### config.mk
export PLATFORM = sky130hd
export DESIGN_NAME = tx_source_arbiter
export DESIGN_NICKNAME = d
export VERILOG_FILES = /design/src/rtl/tx_source_arbiter_pkg.sv /design/src/rtl/tx_source_arbiter_rr.sv /design/src/rtl/tx_source_arbiter.sv
export SDC_FILE = /design/constraint.sdc
export NUM_CORES = 1
export LEC_CHECK = 0
export CORE_MARGIN = 2
export CORE_UTILIZATION = 44
export CTS_CLUSTER_SIZE = 8
export DETAILED_ROUTE_END_ITERATION = 16
export GPL_TIMING_DRIVEN = 0
export MAX_ROUTING_LAYER = met4
export PLACE_DENSITY_LB_ADDON = 0.12
export SYNTH_ARGS = -nofsm -noshare
export SYNTH_HDL_FRONTEND = slang
export SYNTH_SLANG_ARGS = --single-unit
export TNS_END_PERCENT = 20
### constraint.sdc
create_clock -name clk_i -period 2 [get_ports clk_i]
set_clock_uncertainty 0.2 [all_clocks]
set_input_delay 0.3 -clock clk_i [delete_from_list [all_inputs] [get_ports clk_i]]
set_output_delay 0.3 -clock clk_i [all_outputs]
set_load 0.01 [all_outputs]
### src/rtl/tx_source_arbiter_pkg.sv
// Shared types for the TX byte source arbiter: FSM states and fixed source slots.
// No logic; latency and backpressure are properties of the modules that import it.
package tx_source_arbiter_pkg;

    typedef enum logic [1:0] {
        StIdle   = 2'd0,
        StLocked = 2'd1,
        StAbort  = 2'd2
    } arb_state_e;

    localparam int unsigned TxSrcTti      = 0;
    localparam int unsigned TxSrcRecovery = 1;

endpackage

### src/rtl/tx_source_arbiter_rr.sv
// Combinational round-robin pick: first asserted request at or above ptr, with wrap.
// Zero latency; no handshake, the caller decides when to register the result.
module rr_arbiter #(
    parameter int unsigned N = 2,
    localparam int unsigned IdxW = (N > 1) ? $clog2(N) : 1
) (
    input  logic [N-1:0]    req,
    input  logic [IdxW-1:0] ptr,
    output logic [N-1:0]    gnt,
    output logic            found
);

    logic [IdxW-1:0] k;

    always_comb begin
        gnt   = '0;
        found = 1'b0;
        k     = '0;
        for (int unsigned i = 0; i < N; i++) begin
            k = IdxW'((32'(ptr) + i) % N);
            if (!found && req[k]) begin
                gnt[k] = 1'b1;
                found  = 1'b1;
            end
        end
    end

endmodule

### src/rtl/tx_source_arbiter.sv
// Locks one byte-stream source onto the target FSM TX port per Private Read; counts bytes.
// Grant 1 cycle after xfer_start_i, data path 0 cycles; target ready passes straight to grantee.
module tx_source_arbiter
    import tx_source_arbiter_pkg::*;
#(
    parameter int unsigned NumSrc   = 2,
    parameter int unsigned CntWidth = 16,
    localparam int unsigned SelW    = $clog2(NumSrc)
) (
    input  logic                  clk_i,
    input  logic                  rst_ni,
    input  logic [NumSrc*8-1:0]   src_byte_i,
    input  logic [NumSrc-1:0]     src_last_i,
    input  logic [NumSrc-1:0]     src_valid_i,
    output logic [NumSrc-1:0]     src_ready_o,
    output logic [NumSrc-1:0]     src_err_o,
    input  logic                  xfer_start_i,
    input  logic                  xfer_end_i,
    input  logic                  force_en_i,
    input  logic [SelW-1:0]       force_sel_i,
    output logic [7:0]            tx_byte_o,
    output logic                  tx_byte_last_o,
    output logic                  tx_byte_valid_o,
    input  logic                  tx_byte_ready_i,
    input  logic                  tx_byte_err_i,
    output logic [NumSrc-1:0]     grant_o,
    output logic                  busy_o,
    output logic [CntWidth-1:0]   xfer_bytes_o,
    output logic                  xfer_done_o,
    output logic                  xfer_aborted_o
);

    arb_state_e            state_q, state_d;
    logic [NumSrc-1:0]     grant_q, grant_d;
    logic [SelW-1:0]       rr_ptr_q, rr_ptr_d;
    logic [CntWidth-1:0]   byte_cnt_q, byte_cnt_d;
    logic [CntWidth-1:0]   xfer_bytes_q, xfer_bytes_d;
    logic                  done_q, done_d;
    logic                  aborted_q, aborted_d;

    logic [NumSrc-1:0]     rr_gnt;
    logic                  rr_found;
    logic [SelW-1:0]       rr_idx;
    logic [NumSrc-1:0]     force_gnt;
    logic                  force_ok;

    logic                  locked;
    logic [7:0]            sel_byte;
    logic                  sel_last;
    logic                  sel_valid;
    logic                  accept;
    logic                  last_accept;
    logic [CntWidth-1:0]   cnt_inc;

    rr_arbiter #(
        .N (NumSrc)
    ) u_rr (
        .req   (src_valid_i),
        .ptr   (rr_ptr_q),
        .gnt   (rr_gnt),
        .found (rr_found)
    );

    always_comb begin
        rr_idx = '0;
        for (int unsigned i = 0; i < NumSrc; i++) begin
            if (rr_gnt[i]) begin
                rr_idx = SelW'(i);
            end
        end
    end

    // Non-power-of-two NumSrc leaves unused force_sel_i codes; those grant nothing.
    assign force_ok  = (32'(force_sel_i) < NumSrc);
    assign force_gnt = NumSrc'(1) << force_sel_i;

    always_comb begin
        sel_byte  = '0;
        sel_last  = 1'b0;
        sel_valid = 1'b0;
        for (int unsigned i = 0; i < NumSrc; i++) begin
            if (grant_q[i]) begin
                sel_byte  = src_byte_i[i*8 +: 8];
                sel_last  = src_last_i[i];
                sel_valid = src_valid_i[i];
            end
        end
    end

    assign locked          = (state_q == StLocked);
    assign tx_byte_o       = locked ? sel_byte : 8'h00;
    assign tx_byte_last_o  = locked & sel_last;
    assign tx_byte_valid_o = locked & sel_valid;
    assign accept          = tx_byte_valid_o & tx_byte_ready_i;
    assign last_accept     = accept & tx_byte_last_o;
    assign src_ready_o     = accept ? grant_q : '0;
    assign src_err_o       = (state_q == StAbort) ? grant_q : '0;

    assign grant_o         = grant_q;
    assign busy_o          = (state_q != StIdle);
    assign xfer_bytes_o    = xfer_bytes_q;
    assign xfer_done_o     = done_q;
    assign xfer_aborted_o  = aborted_q;

    assign cnt_inc = (&byte_cnt_q) ? byte_cnt_q : byte_cnt_q + CntWidth'(1);

    always_comb begin
        state_d      = state_q;
        grant_d      = grant_q;
        rr_ptr_d     = rr_ptr_q;
        byte_cnt_d   = byte_cnt_q;
        xfer_bytes_d = xfer_bytes_q;
        done_d       = 1'b0;
        aborted_d    = 1'b0;
        unique case (state_q)
            StIdle: begin
                grant_d = '0;
                if (xfer_start_i) begin
                    if (force_en_i) begin
                        if (force_ok) begin
                            grant_d    = force_gnt;
                            byte_cnt_d = '0;
                            state_d    = StLocked;
                        end
                    end else if (rr_found) begin
                        grant_d    = rr_gnt;
                        byte_cnt_d = '0;
                        rr_ptr_d   = (rr_idx == SelW'(NumSrc - 1)) ? '0 : rr_idx + SelW'(1);
                        state_d    = StLocked;
                    end
                end
            end
            StLocked: begin
                // A bus error wins over a last byte accepted in the same cycle.
                if (tx_byte_err_i || (xfer_end_i && !last_accept)) begin
                    xfer_bytes_d = byte_cnt_q;
                    done_d       = 1'b1;
                    aborted_d    = 1'b1;
                    state_d      = StAbort;
                end else if (accept) begin
                    byte_cnt_d = cnt_inc;
                    if (tx_byte_last_o) begin
                        xfer_bytes_d = cnt_inc;
                        done_d       = 1'b1;
                        grant_d      = '0;
                        state_d      = StIdle;
                    end
                end
            end
            StAbort: begin
                grant_d = '0;
                state_d = StIdle;
            end
            default: begin
                grant_d = '0;
                state_d = StIdle;
            end
        endcase
    end

    always_ff @(posedge clk_i or negedge rst_ni) begin
        if (!rst_ni) begin
            state_q      <= StIdle;
            grant_q      <= '0;
            rr_ptr_q     <= '0;
            byte_cnt_q   <= '0;
            xfer_bytes_q <= '0;
            done_q       <= 1'b0;
            aborted_q    <= 1'b0;
        end else begin
            state_q      <= state_d;
            grant_q      <= grant_d;
            rr_ptr_q     <= rr_ptr_d;
            byte_cnt_q   <= byte_cnt_d;
            xfer_bytes_q <= xfer_bytes_d;
            done_q       <= done_d;
            aborted_q    <= aborted_d;
        end
    end

endmodule

==> impl_metrics.toml, run 1 <==
[route]
drc = 0
wl_um = 7910
via_per_inst = 6.01
antenna_left = 0
wl_per_cell_um = 18.1
vias = 2619
drtIter0Drc = 291
dr.pass1.iters = 5

[worst_setup_path]
critPathSlowestCell = "dfrtp_2"
cp_num_buf_inv = 1
worstPathArrival_ns = 2.43
slowest_delay_ns = 0.47
crit_chain = "nand3b_1 > a221o_2 > a211o_1 > buf_6 > or4_4 > nand3_2"
crit_family = "compound AO/OA/AOI/OAI gates"
crit_type = "reg -> reg"
crit_required_ns = 2.04
cp-start-kind = "flip-flop"
end_kind = "flip-flop"
critPathMaxFanout = 8

[yosys]
yosys.area.top_type_share_pct = 41.1
synth_commonest_cells = "dfrtp_1 (39), nand2_1 (31), nor2_1 (25)"
synthFlopType = "dfrtp_1"
post-synth-top-count-cell = "dfrtp_1"
syn_inst = 274
yosys.area.top_type = "dfrtp_1"
synth_nets = 303
ys_seq_area_share_pct = 41.1
yosysWarnings = 0
async_flop_share_pct = 100
synth-edff-count = 0
avgSynthCellArea_sq_um = 8.66
syn-cell-area_sq_um = 2370
synth_seq_cells = 39
synthTopCellsByArea = "dfrtp_1 (41%), nand2_1 (4.9%), nor2_1 (4.0%)"
ys_types = 49

[power]
leakage_nw = 1.51
power_mw = 2.42
power_density_nw_per_um2 = 661
ir_drop_v = 0.000528

[run]
max_cap_viol_count = 0

[sta]
slew_violations = 0
finalCritPeriodShare_pct = 120
setup_viol_count_final = 38
slew_headroom_pct = 39.7
fin_ws_ns = -0.391
fmax_mhz = 418
worst_pin_slew_ns = 0.904
min_period_ns = 2.39
rsz0062_at_grt = "true"
hold_viol = 0
tns_ns = -7.75

[placed_design]
port-buffer-count = 62
place_area_sq_um = 3100
place.gp.congestion = 0.936
dp_hpwl_um = 4980
numPlacedInstances = 406

[clocking]
cts.sinks = 39
cts_buffers = 5
clk-insertion-delay-late_ns = 0.30
h-tree-depth = 2
cts_tree = "done"
cts.root.buffer_cell = "clkbuf_8"
clk_pin_slew_ns = 0.08
clock_tree.buffer_depth = 2

[floorplan]
rows = 26
core_area_sq_um = 5140
die_height_um = 77.4
ios = 63
dieArea_sq_um = 5990
die_w_um = 77.4
start_util_pct = 46.2

[outcome]
failed_checks = "negative setup slack"
outcome = "complete, but fails checks"

[finish]
stdcell_count = 436
fin_nets = 394
n_antenna_cell = 0
multi_input_area_sq_um = 1540
area_growth_pct = 54.0
regArea_sq_um = 986
num-fill-cells = 439
drive_above_1_share_pct = 28.4
fin_area_sq_um = 3650

[grt]
track_usage_pct = 26.8
gr-total-overflow = 0
grt_start_max_net_pins = 40
grt_pass1_vias = 2521
antenna_found_initial = 0
grt_pass1_wl_um = 12400

[hold_path]
hold_class = "in -> reg"
-- sequential cells by signal, summed over array words and instances, names as in the netlist --
register / cells
rr_ptr_q: 1
grant_o: 2
byte_cnt_q: 16
xfer_done_o: 1
state_q: 2
xfer_bytes_o: 16
xfer_aborted_o: 1
-- path summary, 6_finish.rpt --
check,from,to,slack (ns),depth (start not counted)
min in group asynchronous,rst_ni,xfer_done_o,0.47,2
worst max-delay path,grant_o[1],xfer_bytes_o[5],-0.39,6
worst min-delay path,src_valid_i[1],rr_ptr_q,0.27,2
max in group asynchronous,rst_ni,state_q[0],0.50,2
worst max register to register,grant_o[1],xfer_bytes_o[5],-0.39,6
worst min register to register,xfer_bytes_o[11],xfer_bytes_o[11],0.28,2
-- cells by family (layout without fill, tap and decap cells) --
logic type	after synthesis	after routing	synth area share, %
XOR/XNOR	3	3	1.11
flip-flops	39	39	41.1
adder cells (fa/ha/maj)	1	1	0.527
buffers and inverters	25	116	4.06
multiplexers	5	5	2.16
AO/OA/AOI/OAI	89	90	26.3
AND/OR/NAND/NOR	112	112	24.7
-- per-layer routing --
layer	global-route usage [%]	vias up	share of wire, %
li1	-	1218	-
met1	32.6	1268	42
met2	45.1	109	50
met3	5.00	24	5.6
met4	9.11	0	2.4
met5	-	-	0
-- worst reg2reg max path, delay by kind of cell, from the launching register on --
family                 cells  cell delay (ns)
flip-flops                 1             0.47
AND/OR/NAND/NOR            3             0.75
buffers and inverters      1             0.14
AO/OA/AOI/OAI              2             0.78
-- layout by cell type, fill, tap and decap left out, drive strengths merged, types with 4 or more instances in the layout --
| cell type | netlist | routed |
|---|---|---|
| dfrtp | 39 | 39 |
| clkbuf | 11 | 12 |
| nand2 | 31 | 31 |
| a31oi | 13 | 13 |
| mux2i | 4 | 4 |
| o211ai | 5 | 5 |
| nand4 | 10 | 10 |
| clkdlybuf4s15 | 0 | 6 |
| a2111oi | 4 | 4 |
| dlygate4sd2 | 0 | 5 |
| a21oi | 15 | 15 |
| buf | 5 | 36 |
| nand3 | 8 | 8 |
| nor2 | 25 | 25 |
| nor4 | 4 | 4 |
| clkdlybuf4s50 | 0 | 45 |
| and2 | 8 | 8 |
| inv | 9 | 9 |
| o21ai | 19 | 19 |
| nand3b | 5 | 5 |
| a22oi | 8 | 8 |
-- timing repair --
action / 4_1_cts / 5_1_grt
gates cloned: 1 / 0
setup endpoints to repair: 52 / 49
setup buffers: 17 / 7
hold endpoints to repair: 39 / 0
hold buffers: 1 / 0
resized for setup: 90 / 34
pin swaps: 13 / 13
-- final cells by class --
cell class | instances | share of cell area [%]
Multi-Input combinational cell | 211 | 42.2
Sequential cell | 39 | 27.0
Timing Repair Buffer | 87 | 21.7
Buffer | 12 | 3.46
Tap cell | 70 | 2.40
Clock buffer | 6 | 1.99
Inverter | 9 | 0.925
Clock inverter | 2 | 0.342
-- where the power goes --
group | leakage (nW) | switching, mW | total (mW) | internal (mW)
clock network | 0.0412 | 0.295 | 0.539 | 0.244
registers | 0.514 | 0.0934 | 0.989 | 0.896
logic | 0.956 | 0.440 | 0.887 | 0.447
-- per-stage QoR --
stage | utilization, % | worst slack (ns) | hold WS [ns]
after floorplan | - | -0.234 | -0.196
after global placement | 60.4 | -0.993 | 0.261
after detailed placement | 60.3 | -1.05 | 0.270
after CTS | 67.2 | -0.364 | 0.272
after global routing | 71.1 | -0.455 | 0.311
final | 71.1 | -0.391 | 0.274
No activity file was read; power rests on OpenSTA's default activity.
==> run 2, diff against run 1 <==
--- a/config.mk
+++ b/config.mk
@@ -7,7 +7,6 @@
 export LEC_CHECK = 0
 export CORE_MARGIN = 2
 export CORE_UTILIZATION = 44
-export CTS_CLUSTER_SIZE = 8
 export DETAILED_ROUTE_END_ITERATION = 16
 export GPL_TIMING_DRIVEN = 0
 export MAX_ROUTING_LAYER = met4
==> results of run 2 <==
The final DEF is identical to that of run 1; final timing and power are the same.
